`src/rtl/k12a_spi_slave_pkg.sv`:
```
// K12a SPI target: shared types, IO map and helpers.
// Imported by the SPI target RTL and its bench.
package k12a_spi_slave_pkg;

    typedef enum logic {
        SPI_SLAVE_STATE_IDLE = 1'b0,
        SPI_SLAVE_STATE_XFER = 1'b1
    } spi_slave_state_t;

    localparam logic [7:0] IO_SPI_SLAVE_TX     = 8'h18;
    localparam logic [7:0] IO_SPI_SLAVE_RX     = 8'h19;
    localparam logic [7:0] IO_SPI_SLAVE_STATUS = 8'h1A;

    // Byte to present on MISO: the pending TX byte or the idle filler.
    function automatic logic [7:0] spi_slave_tx_pick(
        input logic       empty,
        input logic [7:0] tx_val,
        input logic [7:0] idle_val
    );
        return empty ? idle_val : tx_val;
    endfunction

endpackage

```
`src/rtl/k12a_spi_slave_if.sv`:
```
// K12a SPI target: IO-bus strobes, status and SPI pins.
// slave = the peripheral, master = CPU plus external SPI master.
interface k12a_spi_slave_if;

    logic       spi_slave_tx_store;
    logic       spi_slave_rx_load;
    logic [7:0] data_in;
    logic [7:0] rx_data;
    logic       rx_full;
    logic       tx_empty;
    logic       overrun;
    logic       busy;
    logic       spi_sck;
    logic       spi_mosi;
    logic       spi_ss_n;
    logic       spi_miso;
    logic       spi_miso_oe;

    modport slave (
        input  spi_slave_tx_store, spi_slave_rx_load, data_in,
        input  spi_sck, spi_mosi, spi_ss_n,
        output rx_data, rx_full, tx_empty, overrun, busy,
        output spi_miso, spi_miso_oe
    );

    modport master (
        output spi_slave_tx_store, spi_slave_rx_load, data_in,
        output spi_sck, spi_mosi, spi_ss_n,
        input  rx_data, rx_full, tx_empty, overrun, busy,
        input  spi_miso, spi_miso_oe
    );

endinterface

```
`src/rtl/k12a_spi_slave_sync.sv`:
```
// K12a SPI target: input synchroniser with edge pulses.
// Pulses come from the last synchronised stage versus its previous value.
module k12a_spi_slave_sync #(
    parameter int   STAGES    = 2,
    parameter logic RESET_VAL = 1'b0
) (
    input  logic clock,
    input  logic reset,
    input  logic din,
    output logic dout,
    output logic rise,
    output logic fall
);

    logic [STAGES-1:0] chain;
    logic              prev;

    // Shift the asynchronous input through the flop chain.
    always_ff @(posedge clock or posedge reset) begin
        if (reset) begin
            chain <= {STAGES{RESET_VAL}};
            prev  <= RESET_VAL;
        end else begin
            chain <= {chain[STAGES-2:0], din};
            prev  <= chain[STAGES-1];
        end
    end

    assign dout = chain[STAGES-1];
    assign rise = dout & ~prev;
    assign fall = ~dout & prev;

endmodule

```
`src/rtl/k12a_spi_slave.sv`:
```
// K12a SPI target: mode-0 byte exchange with an external SPI master.
// MSB-first, oversampled in the CPU clock domain.
module k12a_spi_slave
    import k12a_spi_slave_pkg::*;
#(
    parameter int         SYNC_STAGES  = 2,
    parameter logic [7:0] IDLE_TX_BYTE = 8'hFF
) (
    input logic              clock,
    input logic              reset,
    k12a_spi_slave_if.slave  bus
);

    logic sck_lvl, sck_rise, sck_fall;
    logic mosi_s, mosi_rise, mosi_fall;
    logic ss_lvl, ss_rise, ss_fall;
    logic sync_unused;

    k12a_spi_slave_sync #(.STAGES(SYNC_STAGES), .RESET_VAL(1'b0)) u_sck (
        .clock(clock), .reset(reset), .din(bus.spi_sck),
        .dout(sck_lvl), .rise(sck_rise), .fall(sck_fall)
    );

    k12a_spi_slave_sync #(.STAGES(SYNC_STAGES), .RESET_VAL(1'b0)) u_mosi (
        .clock(clock), .reset(reset), .din(bus.spi_mosi),
        .dout(mosi_s), .rise(mosi_rise), .fall(mosi_fall)
    );

    k12a_spi_slave_sync #(.STAGES(SYNC_STAGES), .RESET_VAL(1'b1)) u_ss (
        .clock(clock), .reset(reset), .din(bus.spi_ss_n),
        .dout(ss_lvl), .rise(ss_rise), .fall(ss_fall)
    );

    assign sync_unused = ^{sck_lvl, mosi_rise, mosi_fall, ss_lvl};

    spi_slave_state_t state_q, state_d;
    logic [2:0]       bit_cnt;
    logic [7:0]       tx_sh, rx_sh, tx_buf;
    logic             tx_empty_q, rx_full_q, overrun_q;
    logic [7:0]       rx_data_q;
    logic             tx_load, tx_shift, rx_shift, byte_done, cnt_clr;
    logic [7:0]       rx_byte, tx_next;

    assign rx_byte = {rx_sh[6:0], mosi_s};
    assign tx_next = spi_slave_tx_pick(tx_empty_q, tx_buf, IDLE_TX_BYTE);

    // State register.
    always_ff @(posedge clock or posedge reset) begin
        if (reset) state_q <= SPI_SLAVE_STATE_IDLE;
        else       state_q <= state_d;
    end

    // Next state and per-cycle datapath controls; SS release wins over SCK.
    always_comb begin
        state_d   = state_q;
        tx_load   = 1'b0;
        tx_shift  = 1'b0;
        rx_shift  = 1'b0;
        byte_done = 1'b0;
        cnt_clr   = 1'b0;
        case (state_q)
            SPI_SLAVE_STATE_IDLE: begin
                if (ss_fall) begin
                    state_d = SPI_SLAVE_STATE_XFER;
                    tx_load = 1'b1;
                    cnt_clr = 1'b1;
                end
            end
            SPI_SLAVE_STATE_XFER: begin
                if (ss_rise) begin
                    state_d = SPI_SLAVE_STATE_IDLE;
                    cnt_clr = 1'b1;
                end else if (sck_rise) begin
                    rx_shift  = 1'b1;
                    byte_done = (bit_cnt == 3'd7);
                end else if (sck_fall) begin
                    tx_load  = (bit_cnt == 3'd0);
                    tx_shift = (bit_cnt != 3'd0);
                end
            end
            default: state_d = SPI_SLAVE_STATE_IDLE;
        endcase
    end

    // Shift registers and bit counter.
    always_ff @(posedge clock or posedge reset) begin
        if (reset) begin
            bit_cnt <= 3'd0;
            tx_sh   <= 8'd0;
            rx_sh   <= 8'd0;
        end else begin
            if (cnt_clr)       bit_cnt <= 3'd0;
            else if (rx_shift) bit_cnt <= bit_cnt + 3'd1;
            if (rx_shift)      rx_sh <= rx_byte;
            if (tx_load)       tx_sh <= tx_next;
            else if (tx_shift) tx_sh <= {tx_sh[6:0], 1'b0};
        end
    end

    // TX buffer: a CPU write in the same cycle as a load still lands.
    always_ff @(posedge clock or posedge reset) begin
        if (reset) begin
            tx_buf     <= 8'd0;
            tx_empty_q <= 1'b1;
        end else begin
            if (bus.spi_slave_tx_store) begin
                tx_buf     <= bus.data_in;
                tx_empty_q <= 1'b0;
            end else if (tx_load) begin
                tx_empty_q <= 1'b1;
            end
        end
    end

    // RX byte and flags; a same-cycle read frees room for the new byte.
    always_ff @(posedge clock or posedge reset) begin
        if (reset) begin
            rx_data_q <= 8'd0;
            rx_full_q <= 1'b0;
            overrun_q <= 1'b0;
        end else begin
            if (byte_done && (!rx_full_q || bus.spi_slave_rx_load)) begin
                rx_data_q <= rx_byte;
                rx_full_q <= 1'b1;
                overrun_q <= 1'b0;
            end else if (byte_done) begin
                overrun_q <= 1'b1;
            end else if (bus.spi_slave_rx_load) begin
                rx_full_q <= 1'b0;
                overrun_q <= 1'b0;
            end
        end
    end

    assign bus.rx_data     = rx_data_q;
    assign bus.rx_full     = rx_full_q;
    assign bus.tx_empty    = tx_empty_q;
    assign bus.overrun     = overrun_q;
    assign bus.busy        = (state_q == SPI_SLAVE_STATE_XFER);
    assign bus.spi_miso_oe = bus.busy;
    assign bus.spi_miso    = tx_sh[7];

endmodule
```
`src/flat_wrapper.sv`:
```
// flat-port wrapper written by rule: the top's interface ports become plain ports
module k12a_spi_slave_flat import k12a_spi_slave_pkg::*;
#(
    parameter int         SYNC_STAGES  = 2,
    parameter logic [7:0] IDLE_TX_BYTE = 8'hFF
)
  (clock, reset, bus_spi_slave_tx_store, bus_spi_slave_rx_load, bus_data_in, bus_spi_sck, bus_spi_mosi, bus_spi_ss_n, bus_rx_data, bus_rx_full, bus_tx_empty, bus_overrun, bus_busy, bus_spi_miso, bus_spi_miso_oe);
  k12a_spi_slave_if bus_i ();
  input logic clock;
  input logic reset;
  input wire logic [$bits(bus_i.spi_slave_tx_store)-1:0] bus_spi_slave_tx_store;
  input wire logic [$bits(bus_i.spi_slave_rx_load)-1:0] bus_spi_slave_rx_load;
  input wire logic [$bits(bus_i.data_in)-1:0] bus_data_in;
  input wire logic [$bits(bus_i.spi_sck)-1:0] bus_spi_sck;
  input wire logic [$bits(bus_i.spi_mosi)-1:0] bus_spi_mosi;
  input wire logic [$bits(bus_i.spi_ss_n)-1:0] bus_spi_ss_n;
  output wire logic [$bits(bus_i.rx_data)-1:0] bus_rx_data;
  output wire logic [$bits(bus_i.rx_full)-1:0] bus_rx_full;
  output wire logic [$bits(bus_i.tx_empty)-1:0] bus_tx_empty;
  output wire logic [$bits(bus_i.overrun)-1:0] bus_overrun;
  output wire logic [$bits(bus_i.busy)-1:0] bus_busy;
  output wire logic [$bits(bus_i.spi_miso)-1:0] bus_spi_miso;
  output wire logic [$bits(bus_i.spi_miso_oe)-1:0] bus_spi_miso_oe;
  assign bus_i.spi_slave_tx_store = bus_spi_slave_tx_store;
  assign bus_i.spi_slave_rx_load = bus_spi_slave_rx_load;
  assign bus_i.data_in = bus_data_in;
  assign bus_i.spi_sck = bus_spi_sck;
  assign bus_i.spi_mosi = bus_spi_mosi;
  assign bus_i.spi_ss_n = bus_spi_ss_n;
  assign bus_rx_data = bus_i.rx_data;
  assign bus_rx_full = bus_i.rx_full;
  assign bus_tx_empty = bus_i.tx_empty;
  assign bus_overrun = bus_i.overrun;
  assign bus_busy = bus_i.busy;
  assign bus_spi_miso = bus_i.spi_miso;
  assign bus_spi_miso_oe = bus_i.spi_miso_oe;
  k12a_spi_slave #(.SYNC_STAGES(SYNC_STAGES), .IDLE_TX_BYTE(IDLE_TX_BYTE)) u_core (.clock(clock), .reset(reset), .bus(bus_i));
endmodule
```
`config.mk`:
```
export PLATFORM = sky130hd
export DESIGN_NAME = k12a_spi_slave_flat
export DESIGN_NICKNAME = d
export VERILOG_FILES = /design/src/rtl/k12a_spi_slave_pkg.sv /design/src/rtl/k12a_spi_slave_if.sv /design/src/rtl/k12a_spi_slave_sync.sv /design/src/rtl/k12a_spi_slave.sv /design/src/flat_wrapper.sv
export SDC_FILE = /design/constraint.sdc
export NUM_CORES = 1
export LEC_CHECK = 0
export ABC_AREA = 1
export CELL_PAD_IN_SITES_DETAIL_PLACEMENT = 1
export CELL_PAD_IN_SITES_GLOBAL_PLACEMENT = 2
export CORE_MARGIN = 3
export CORE_UTILIZATION = 33
export CTS_BUF_LIST = sky130_fd_sc_hd__clkbuf_4 sky130_fd_sc_hd__clkbuf_8 sky130_fd_sc_hd__clkbuf_16
export DETAILED_ROUTE_END_ITERATION = 10
export DONT_BUFFER_PORTS = 1
export PLACE_DENSITY_LB_ADDON = 0.3
export SYNTH_ARGS = -nofsm -noshare
export SYNTH_HDL_FRONTEND = slang
export SYNTH_SLANG_ARGS = --single-unit
```
`constraint.sdc`:
```
create_clock -name clock -period 2.13 [get_ports clock]
set_clock_uncertainty 0.05 [all_clocks]
set_input_delay 0.213 -clock clock [delete_from_list [all_inputs] [get_ports clock]]
set_output_delay 0.213 -clock clock [all_outputs]
set_load 0.05 [all_outputs]
```
==> results.md <==
* Outcome: completed
* Cells after synthesis at 198
* DRC at 0
* Number of global-route vias before repair at 1445
* Met2 Use GR at 0.201
* GRT Util Overall at 0.121
* WL final at 3890 microns
* Unrepaired setup endpoints after global routing: no
* Total power at between 2 and 2.5 mW
* CTS H-tree lvls at 2
* Antenna violations before repair at 0
* Worst EP required at 2.31 ns
* Busiest grt layer: met2
* P per Cell Area at 1000 nW/um^2
* Gr ovfl total at 0
* Max clock buf depth at 2
* Filler cell count at 635
* Clock slew at reported path FFs at 0.08 ns
* Routed length per placed instance at approximately 14 microns
* Achievable Freq at 632 MHz
* Num Clock Sinks at 46
* Reg area at 1160 sq um
* Final setup vio count at 0
* Fin. max-slew vios at 0
* Drt first pass iters at 4
* Post-layout nets at 226
* Mapped Area at between 1500 and 2000 sq um
* Synthesized Nets at 216
* Place WS at 0.544 ns
* # IOs at 29
* Endpoint class of the critical path: register
* Peak VDD IR at 402 uV
* Crit path launch type: register
* Commonest non-fill, non-tap cell in the layout: nand2_1
* Antenna fix cells at 0
* Multi-input combinational cell area at 667 sq um
* Die ar. at 6930 sq um
* Clock latency on the worst-skew pair at slightly below 0.3 ns
* Site row count at 27
* Initial DRC Count at 47
* Arr. time, crit path at 1.76 ns
* Met3 usage at 0.0347
* Setup TNS at 0 ns
* Leakage dissipation at between 1 and 1.5 nW
* Vias per std cell at 4.59
* Final hold vios at 0
* Worst-Margin Slew at 0.611 ns
* Share of layout cells above drive strength 1 at 0.191
* Fin worst setup slack at 0.547 ns
* Setup CP Type: register to register
* Synthesized flop and latch total at 46
* Port Buf Inserts at 0
* Sequential area share after synthesis at 0.587
* Synth unique cells at 23
* Die height at 83.2 microns
* Placeable Area at 5640 sq um
* TritonCTS Buffers at 5
* Max-Slew Margin vs Limit at 0.590
* Max_cap viols at 0
* Detail Placement HPWL at 2940 microns
* Max Fanout on Critical Path at 17
* Routed vias at 1291
* GR Layer Usage met1 at 0.152
* Largest net degree at the start of global routing at 18
* Hold Crit Class: primary input to register
* Synth-to-layout area growth at 12.5%
* CTS tree: yes
* Synthesized area per cell at 9.94 sq um
* Post-CTS Setup Inserts at 0
* First-pass GRT wire length at 6860 microns
* Die Wd at 83.2 microns
* Final period utilization at 0.743
* Most frequent cells in the layout: 49 x nand2_1, 42 x dfrtp_1, 24 x inv_1
* Tmin final at 1.58 ns
* Clk root buf: clkbuf_8
* Antenna Nets Post-Route at 0
* Ys Warns at 0
* RePlAce Congestion at 0.717
* Starting Density at 0.349
-- layer usage --
layer / wire, microns / vias to the layer above
met5: 0 / -
met3: 166 / 2
met1: 1780 / 634
met4: 23 / 0
li1: - / 636
met2: 1920 / 19
-- kinds of logic (layout without fill, tap and decap cells) --
family	after synthesis	count (layout)	synth area share
AO/OA/AOI/OAI	16	16	0.0509
buffers and inverters	33	44	0.0737
AND/OR/NAND/NOR	92	92	0.223
flip-flops	46	46	0.587
multiplexers	8	8	0.0458
adder cells (fa/ha/maj)	3	3	0.0191
-- cell type report --
class	count	area share
Timing Repair Buffer	9	0.0362
Inverter	27	0.0458
Tap cell	72	0.0407
Clock inverter	1	0.0136
Sequential cell	46	0.522
Clock buffer	7	0.0407
Multi-Input combinational cell	119	0.301
-- flip-flops by register name (all words and copies together), names as in the netlist --
signal	cells
u_core.u_sck.prev	1
u_core.rx_sh	7
u_core.bus.rx_full	1
u_core.tx_buf	8
u_core.u_ss.prev	1
u_core.u_sck.chain	2
u_core.bit_cnt	3
u_core.bus.rx_data	8
u_core.u_mosi.chain	2
u_core.tx_sh	8
u_core.u_ss.chain	2
u_core.bus.overrun	1
u_core.bus.busy	1
u_core.bus.tx_empty	1
-- stage by stage --
stage / area, sq um / util / cells / hold slack (ns)
2_1_floorplan: 1970 / - / 198 / 0.167
3_3_place_gp: 2040 / 0.362 / 268 / 0.0646
3_5_place_dp: 2040 / 0.362 / 268 / 0.0788
4_1_cts: 2210 / 0.393 / 281 / 0.00483
5_1_grt: 2210 / 0.393 / 281 / 0.00494
6_report: 2210 / 0.393 / 281 / 0.0187
-- power breakdown --
group | total (mW) | leakage, nW | internal, mW | switching [mW]
combinational | 0.397 | 0.466 | 0.139 | 0.258
clock | 0.665 | 0.0619 | 0.395 | 0.270
sequential | 1.16 | 0.583 | 1.02 | 0.131
-- synthesized netlist by cell type --
library cell   n  share of area
a21oi_1        1         0.0025
buf_1          1         0.0019
buf_2          2         0.0051
buf_4          1         0.0038
buf_6          2          0.011
dfrtp_1       42           0.53
dfstp_2        4          0.053
ha_1           3          0.019
inv_1         25          0.048
inv_2          2         0.0038
mux2_2         8          0.046
nand2_1       49          0.093
nand2_2        3         0.0095
nand2_4        3          0.017
nand3_1       22          0.056
nand3_2        1         0.0051
nand3_4        1         0.0089
nor2_1        12          0.023
nor2_8         1          0.010
o21ai_0        7          0.018
o21ai_1        2         0.0051
o21ai_2        5          0.022
o22ai_1        1         0.0032
-- worst paths after layout --
check | from | endpoint | slack, ns | depth (start not counted)
min in group asynchronous | reset | u_core.u_mosi.chain[0]$_DFF_PP0_ | 0.31 | 2
worst max register to register | u_core.u_ss.prev$_DFF_PP1_ | u_core.bus.rx_data[6]$_DFFE_PP0P_ | 0.55 | 8
worst min-delay path | bus_data_in[5] | u_core.tx_buf[5]$_DFFE_PP0P_ | 0.02 | 1
max in group asynchronous | reset | u_core.u_ss.chain[1]$_DFF_PP1_ | 1.04 | 3
worst max-delay path | u_core.u_ss.prev$_DFF_PP1_ | u_core.bus.rx_data[6]$_DFFE_PP0P_ | 0.55 | 8
worst min register to register | u_core.u_mosi.chain[0]$_DFF_PP0_ | u_core.u_mosi.chain[1]$_DFF_PP0_ | 0.31 | 0
-- timing repair --
| action | in CTS | in global routing |
|---|---|---|
| endpoints found under the hold margin | 19 | 0 |
| gates resized for setup | 0 | 0 |
| hold buffers | 5 | 0 |
-- critical path, stage by stage (launching register included) --
cell and delay (ns):
dfstp_2 0.56, inv_2 0.04, nand2_2 0.09, nand2_4 0.08, nor2_8 0.21, nand3_4 0.22
inv_1 0.15, nand2_1 0.06, nand2_1 0.06
No activity file was read; power rests on OpenSTA's default activity.
